[config.mk]
export PLATFORM = sky130hd
export DESIGN_NAME = rr_req_arbiter8_flat
export DESIGN_NICKNAME = d
export VERILOG_FILES = /design/src/rtl/rr_req_arbiter8_pkg.sv /design/src/rtl/rr_req_arbiter8_if.sv /design/src/rtl/rr_req_arbiter8_pick.sv /design/src/rtl/rr_req_arbiter8.sv /design/src/flat_wrapper.sv
export SDC_FILE = /design/constraint.sdc
export NUM_CORES = 1
export LEC_CHECK = 0
export BUFFER_PORTS_ARGS = -buffer_cell sky130_fd_sc_hd__buf_2
export CORE_MARGIN = 1.5
export CORE_UTILIZATION = 35
export DETAILED_ROUTE_END_ITERATION = 10
export PLACE_DENSITY_LB_ADDON = 0.3
export SLEW_MARGIN = 5
export SYNTH_ARGS = -nofsm -noshare
export SYNTH_HDL_FRONTEND = slang
export SYNTH_SLANG_ARGS = --single-unit
export TNS_END_PERCENT = 50
[constraint.sdc]
create_clock -name clk -period 4.3 [get_ports clk]
set_input_delay 0.43 -clock clk [delete_from_list [all_inputs] [get_ports clk]]
set_output_delay 0.43 -clock clk [all_outputs]
set_load 0.02 [all_outputs]
[src/rtl/rr_req_arbiter8_pkg.sv]
// rr_arb_pkg: shared sizes, request vector type, output-state enum and the one-hot to index helper
package rr_arb_pkg;
  localparam int ARB_N = 8;
  localparam int ARB_IDXW = 3;
  typedef logic [ARB_N-1:0] req_vec_t;
  typedef enum logic {EMPTY, HOLD} state_t;
  function automatic logic [3:0] onehot2idx(input logic [15:0] v);
    logic [3:0] r;
    r = '0;
    for (int i = 0; i < 16; i++) r |= v[i] ? 4'(i) : 4'd0;
    return r;
  endfunction
endpackage

[src/rtl/rr_req_arbiter8_if.sv]
// rr_req_arbiter8_if: request/grant bundle; master = arbiter side, slave = requester/consumer side
// signals: req_i, gnt_o, gnt_idx_o, gnt_valid_o, gnt_ready_i, pending_o (+ ovf_o, ovf_idx_o with RR_ARB_OVERFLOW_EN)
interface rr_req_arbiter8_if #(parameter int N = rr_arb_pkg::ARB_N, localparam int IDXW = $clog2(N));
  logic [N-1:0] req_i;
  logic [N-1:0] gnt_o;
  logic [IDXW-1:0] gnt_idx_o;
  logic gnt_valid_o;
  logic gnt_ready_i;
  logic [N-1:0] pending_o;
`ifdef RR_ARB_OVERFLOW_EN
  logic ovf_o;
  logic [IDXW-1:0] ovf_idx_o;
  modport master(input req_i, gnt_ready_i, output gnt_o, gnt_idx_o, gnt_valid_o, pending_o, ovf_o, ovf_idx_o);
  modport slave(output req_i, gnt_ready_i, input gnt_o, gnt_idx_o, gnt_valid_o, pending_o, ovf_o, ovf_idx_o);
`else
  modport master(input req_i, gnt_ready_i, output gnt_o, gnt_idx_o, gnt_valid_o, pending_o);
  modport slave(output req_i, gnt_ready_i, input gnt_o, gnt_idx_o, gnt_valid_o, pending_o);
`endif
endinterface

[src/rtl/rr_req_arbiter8_pick.sv]
// rr_pick: combinational round-robin winner; first set bit of avail searching from ptr+1 modulo N
// ports: avail (candidates), ptr (last granted index) -> gnt (one-hot winner), idx (its index)
module rr_pick import rr_arb_pkg::*; #(parameter int N = ARB_N, localparam int IDXW = $clog2(N)) (
  input logic [N-1:0] avail,
  input logic [IDXW-1:0] ptr,
  output logic [N-1:0] gnt,
  output logic [IDXW-1:0] idx
);
  logic [N-1:0] rot, first;
  logic [3:0] off;
  always_comb begin
    // rotate a doubled copy so index ptr+1 lands on bit 0; ptr=N-1 shifts by N and wraps to 0
    rot = N'({avail, avail} >> ((IDXW+1)'(ptr) + (IDXW+1)'(1)));
    first = rot & (~rot + N'(1));
    off = onehot2idx(16'(first));
    idx = IDXW'(4'(ptr) + 4'd1 + off);
    gnt = N'(1) << idx;
  end
endmodule

[src/rtl/rr_req_arbiter8.sv]
// rr_req_arbiter8: round-robin arbiter turning sticky request pulses into one registered one-hot grant per handshake
// ports: clk, rst (sync, active-high), bus (rr_req_arbiter8_if.master); RR_ARB_OVERFLOW_EN adds ovf_o/ovf_idx_o
module rr_req_arbiter8 import rr_arb_pkg::*; #(parameter int N = ARB_N, localparam int IDXW = $clog2(N)) (
  input logic clk,
  input logic rst,
  rr_req_arbiter8_if.master bus
);
  state_t state, state_n;
  logic [N-1:0] pending, clr, avail, p_gnt;
  logic [IDXW-1:0] ptr, p_idx;
  logic load;
  rr_pick #(.N(N)) u_pick (.avail(avail), .ptr(ptr), .gnt(p_gnt), .idx(p_idx));
  always_comb begin
    clr = (state == HOLD && bus.gnt_ready_i) ? bus.gnt_o : '0;
    avail = pending & ~clr;
    load = (state == EMPTY || bus.gnt_ready_i) && |avail;
  end
  always_ff @(posedge clk) state <= rst ? EMPTY : state_n;
  always_comb state_n = (state == HOLD && !bus.gnt_ready_i) ? HOLD : (|avail ? HOLD : EMPTY);
  always_comb begin
    bus.gnt_valid_o = state == HOLD;
    bus.pending_o = pending;
  end
  always_ff @(posedge clk) begin
    if (rst) begin
      pending <= '0;
      ptr <= IDXW'(N - 1);
      bus.gnt_o <= '0;
      bus.gnt_idx_o <= '0;
    end else begin
      // a new request on the bit being accepted keeps it pending (set beats clear)
      pending <= avail | bus.req_i;
      if (load) begin
        ptr <= p_idx;
        bus.gnt_o <= p_gnt;
        bus.gnt_idx_o <= p_idx;
      end else if (state == HOLD && bus.gnt_ready_i) begin
        bus.gnt_o <= '0;
        bus.gnt_idx_o <= '0;
      end
    end
  end
`ifdef RR_ARB_OVERFLOW_EN
  logic [N-1:0] dup;
  always_comb dup = bus.req_i & avail;
  always_ff @(posedge clk) begin
    if (rst) begin
      bus.ovf_o <= 1'b0;
      bus.ovf_idx_o <= '0;
    end else begin
      bus.ovf_o <= |dup;
      if (|dup) bus.ovf_idx_o <= IDXW'(onehot2idx(16'(dup & (~dup + N'(1)))));
    end
  end
`endif
endmodule

[src/flat_wrapper.sv]
// flat-port wrapper written by rule: the top's interface ports become plain ports
module rr_req_arbiter8_flat import rr_arb_pkg::*;
#(parameter int N = ARB_N, localparam int IDXW = $clog2(N))
  (clk, rst, bus_req_i, bus_gnt_ready_i, bus_gnt_o, bus_gnt_idx_o, bus_gnt_valid_o, bus_pending_o);
  rr_req_arbiter8_if #(.N(N)) bus_i ();
  input logic clk;
  input logic rst;
  input wire logic [$bits(bus_i.req_i)-1:0] bus_req_i;
  input wire logic [$bits(bus_i.gnt_ready_i)-1:0] bus_gnt_ready_i;
  output wire logic [$bits(bus_i.gnt_o)-1:0] bus_gnt_o;
  output wire logic [$bits(bus_i.gnt_idx_o)-1:0] bus_gnt_idx_o;
  output wire logic [$bits(bus_i.gnt_valid_o)-1:0] bus_gnt_valid_o;
  output wire logic [$bits(bus_i.pending_o)-1:0] bus_pending_o;
  assign bus_i.req_i = bus_req_i;
  assign bus_i.gnt_ready_i = bus_gnt_ready_i;
  assign bus_gnt_o = bus_i.gnt_o;
  assign bus_gnt_idx_o = bus_i.gnt_idx_o;
  assign bus_gnt_valid_o = bus_i.gnt_valid_o;
  assign bus_pending_o = bus_i.pending_o;
  rr_req_arbiter8 #(.N(N)) u_core (.clk(clk), .rst(rst), .bus(bus_i));
endmodule
==> impl_metrics.env <==
export IMPL_outcome="finished clean"
export IMPL_syn_to_final_growth_pct=14.3
export IMPL_vias=1491
export IMPL_ys_seq_elements=23
export IMPL_relSlewSlack_pct=56.8
export IMPL_fin_crit_ps=3700
export IMPL_wl_um=3910
export IMPL_use_met1_pct=24.4
export IMPL_die_h_um=69.4
export IMPL_clock_sinks=23
export IMPL_wire_per_inst_um=14.8
export IMPL_grt_max_degree=20
export IMPL_pin_count=31
export IMPL_critical_path_required_ps=4470
export IMPL_power_mw=1.28
export IMPL_cp_slowest_cell="dfxtp_1"
export IMPL_cts_root_buffer="clkbuf_8"
export IMPL_ant_nets=0
export IMPL_grt_pass1_vias=1397
export IMPL_cts_resized=0
export IMPL_nets=230
export IMPL_synth_cell_type_count=44
export IMPL_min_path_type="primary input to flip-flop"
export IMPL_setup_slack_ps=604
export IMPL_synth_edf_count=0
export IMPL_max_freq_mhz=271
export IMPL_async_flop_share_pct=0
export IMPL_synthCells=189
export IMPL_cts_max_level=1
export IMPL_fin_tns_setup_ps=0
export IMPL_whs_ps=361
export IMPL_critPathBufInv=1
export IMPL_viasPerCell=5.63
export IMPL_grt_overflow=0
export IMPL_instances_no_fill=265
export IMPL_drc=0
export IMPL_place_area_um2=1720
export IMPL_drt_initial_drc_count=99
export IMPL_dp_slack_ps=642
export IMPL_stdcell_area_um2=1770
export IMPL_finalMaxSlewViolations=0
export IMPL_synth_ff_type="dfxtp_1"
export IMPL_cts_buffers=3
export IMPL_die_w_um=69.4
export IMPL_core_um2=4120
export IMPL_die_area_um2=4820
export IMPL_critical_path_class="flip-flop to flip-flop"
export IMPL_r2r_start="u_core.bus.gnt_valid_o"
export IMPL_globalRouteTotalUtil_pct=16.8
export IMPL_cts_path_max_buffers=2
export IMPL_min_period_over_period_pct=86.0
export IMPL_crit_path_end_kind="flip-flop"
export IMPL_worst_slew_pin_slew_ps=648
export IMPL_crit_fanout=19
export IMPL_min_from="bus_req_i[1]"
export IMPL_grt_busiest_layer="met2"
export IMPL_yosysWarnings=0
export IMPL_syn_area_um2=1550
export IMPL_max_stage_delay_ps=640
export IMPL_hold_violations=0
export IMPL_grtUsageMet3_pct=2.18
export IMPL_placed_cells=261
export IMPL_setup_worst_path_start_class="flip-flop"
export IMPL_setup_viol=0
export IMPL_postSynthAreaPerCell_um2=8.18
export IMPL_skew_ps=7.14
export IMPL_rsz0062_at_grt="no"
export IMPL_dp_hpwl_um=3000
export IMPL_diodes=0
export IMPL_antenna_found_initial=0
export IMPL_hold_buffers=0
export IMPL_clkTransAtPathRegs_ps=90
export IMPL_startpoint="u_core.bus.gnt_valid_o"
export IMPL_crit_family="XOR/XNOR gates"
export IMPL_yosys_top_cells_area="dfxtp_1 (30%), o32ai_2 (6.3%), a21oi_1 (5.8%), nand2_1 (5.6%), nor2_1 (4.1%)"
export IMPL_firstDrtPassIters=4
export IMPL_start_util_pct=37.5
export IMPL_use_met2_pct=25.5
export IMPL_finalCoreUtilization_pct=42.9
export IMPL_drive_above_1_share_pct=22.8
export IMPL_ir_worst_vdd_mv=0.546
export IMPL_path_cells="and3_1 -> o32ai_2 -> mux4_2 -> and3b_1 -> o21ai_0 -> nand3_1 -> ha_1 -> inv_1 -> fa_1 -> xor2_1 -> xnor2_1 -> xnor2_2 -> a32o_1"
export IMPL_cts_post_setup_buffers_inserted=0
export IMPL_fillers=422
export IMPL_rows=23
export IMPL_power_density_nw_per_um2=724
export IMPL_synth_common_cells="dfxtp_1 (23), nand2_1 (23), a21oi_1 (18), nor2_1 (17), inv_1 (14)"
export IMPL_synth_top_area_cell="dfxtp_1"
export IMPL_grt_pass1_wl_um=6650
export IMPL_power_leakage_nw=0.772
export IMPL_cts_tree="built"
export IMPL_syn_nets=203
export IMPL_cap_violations=0
export IMPL_clk_latency_ps=270
export IMPL_synth_top_cell_area_share_pct=29.8
export IMPL_gp_congestion=0.901
export IMPL_arrival_ps=3870
export IMPL_seq_area_frac_synth_pct=29.8
export IMPL_io_buffers=30
cells in the final DEF (no fill, tap or decap), types with 2 or more instances in the layout:
cell and instances:
buf_2 30, nand2_1 23, dfxtp_1 23, a21oi_1 18, nor2_1 17, inv_1 14, nand3_1 11, and3_1 10
o32ai_2 6, nand2b_1 4, a22oi_1 4, o21ai_0 4, o21ai_1 4, mux2i_1 3, o22ai_1 3, nor3_1 3
clkbuf_8 3, o22a_1 2, mux4_2 2, o311ai_0 2, and2b_1 2, a32o_1 2, a22o_1 2, ha_1 2
buf_4 2
worst min-delay path, cell delays in order:
cell and delay [ps]:
buf_2 80, a21oi_1 30, nor2_1 70
path summary, 6_finish.rpt:
kind	to	cells past startpoint	slack (ps)
worst max-delay path	u_core.bus.gnt_o[2]	13	600
worst min-delay path	u_core.bus.pending_o[1]	3	360
worst max register to register	u_core.bus.gnt_o[2]	13	600
worst min register to register	u_core.bus.gnt_idx_o[2]	2	470
flip-flops by register name, summed over array words and instances, names as in the netlist:
| register | cells |
|---|---|
| u_core.bus.pending_o | 8 |
| u_core.bus.gnt_valid_o | 1 |
| u_core.bus.gnt_o | 8 |
| u_core.bus.gnt_idx_o | 3 |
| u_core.ptr | 3 |
area by class of cell:
cell class                 count  area, um^2  area share (%)
clock buffer                   3        41.3            2.34
timing repair buffer          32         165            9.35
tap                           50        62.6            3.54
clock inverter                 1        7.51           0.425
inverter                      14        52.6            2.97
multi-input combinational    142         977            55.3
sequential                    23         460            26.1
per-layer routing:
metal | wire length (um) | vias to the layer above
met5 | 0 | -
met4 | 63 | 0
met3 | 162 | 7
met2 | 1810 | 43
met1 | 1870 | 706
li1 | - | 735
power by group:
part	internal (mW)	switching, mW
Clock	0.0657	0.0740
Sequential	0.254	0.0739
Combinational	0.342	0.468
Total	0.662	0.616
cell families (layout without fill, tap and decap cells):
kind of cell	after synthesis	in the layout	synth area share, %
and+or+nand+nor	74	74	23.0
xor gates and xnor gates	3	3	2.19
buffers and inverters	24	50	6.96
muxes	5	5	4.86
DFF	23	23	29.8
adders and majority gates	3	3	2.91
AOI/OAI and AO/OA	57	57	30.3
Power figures use the tool's default switching activity.
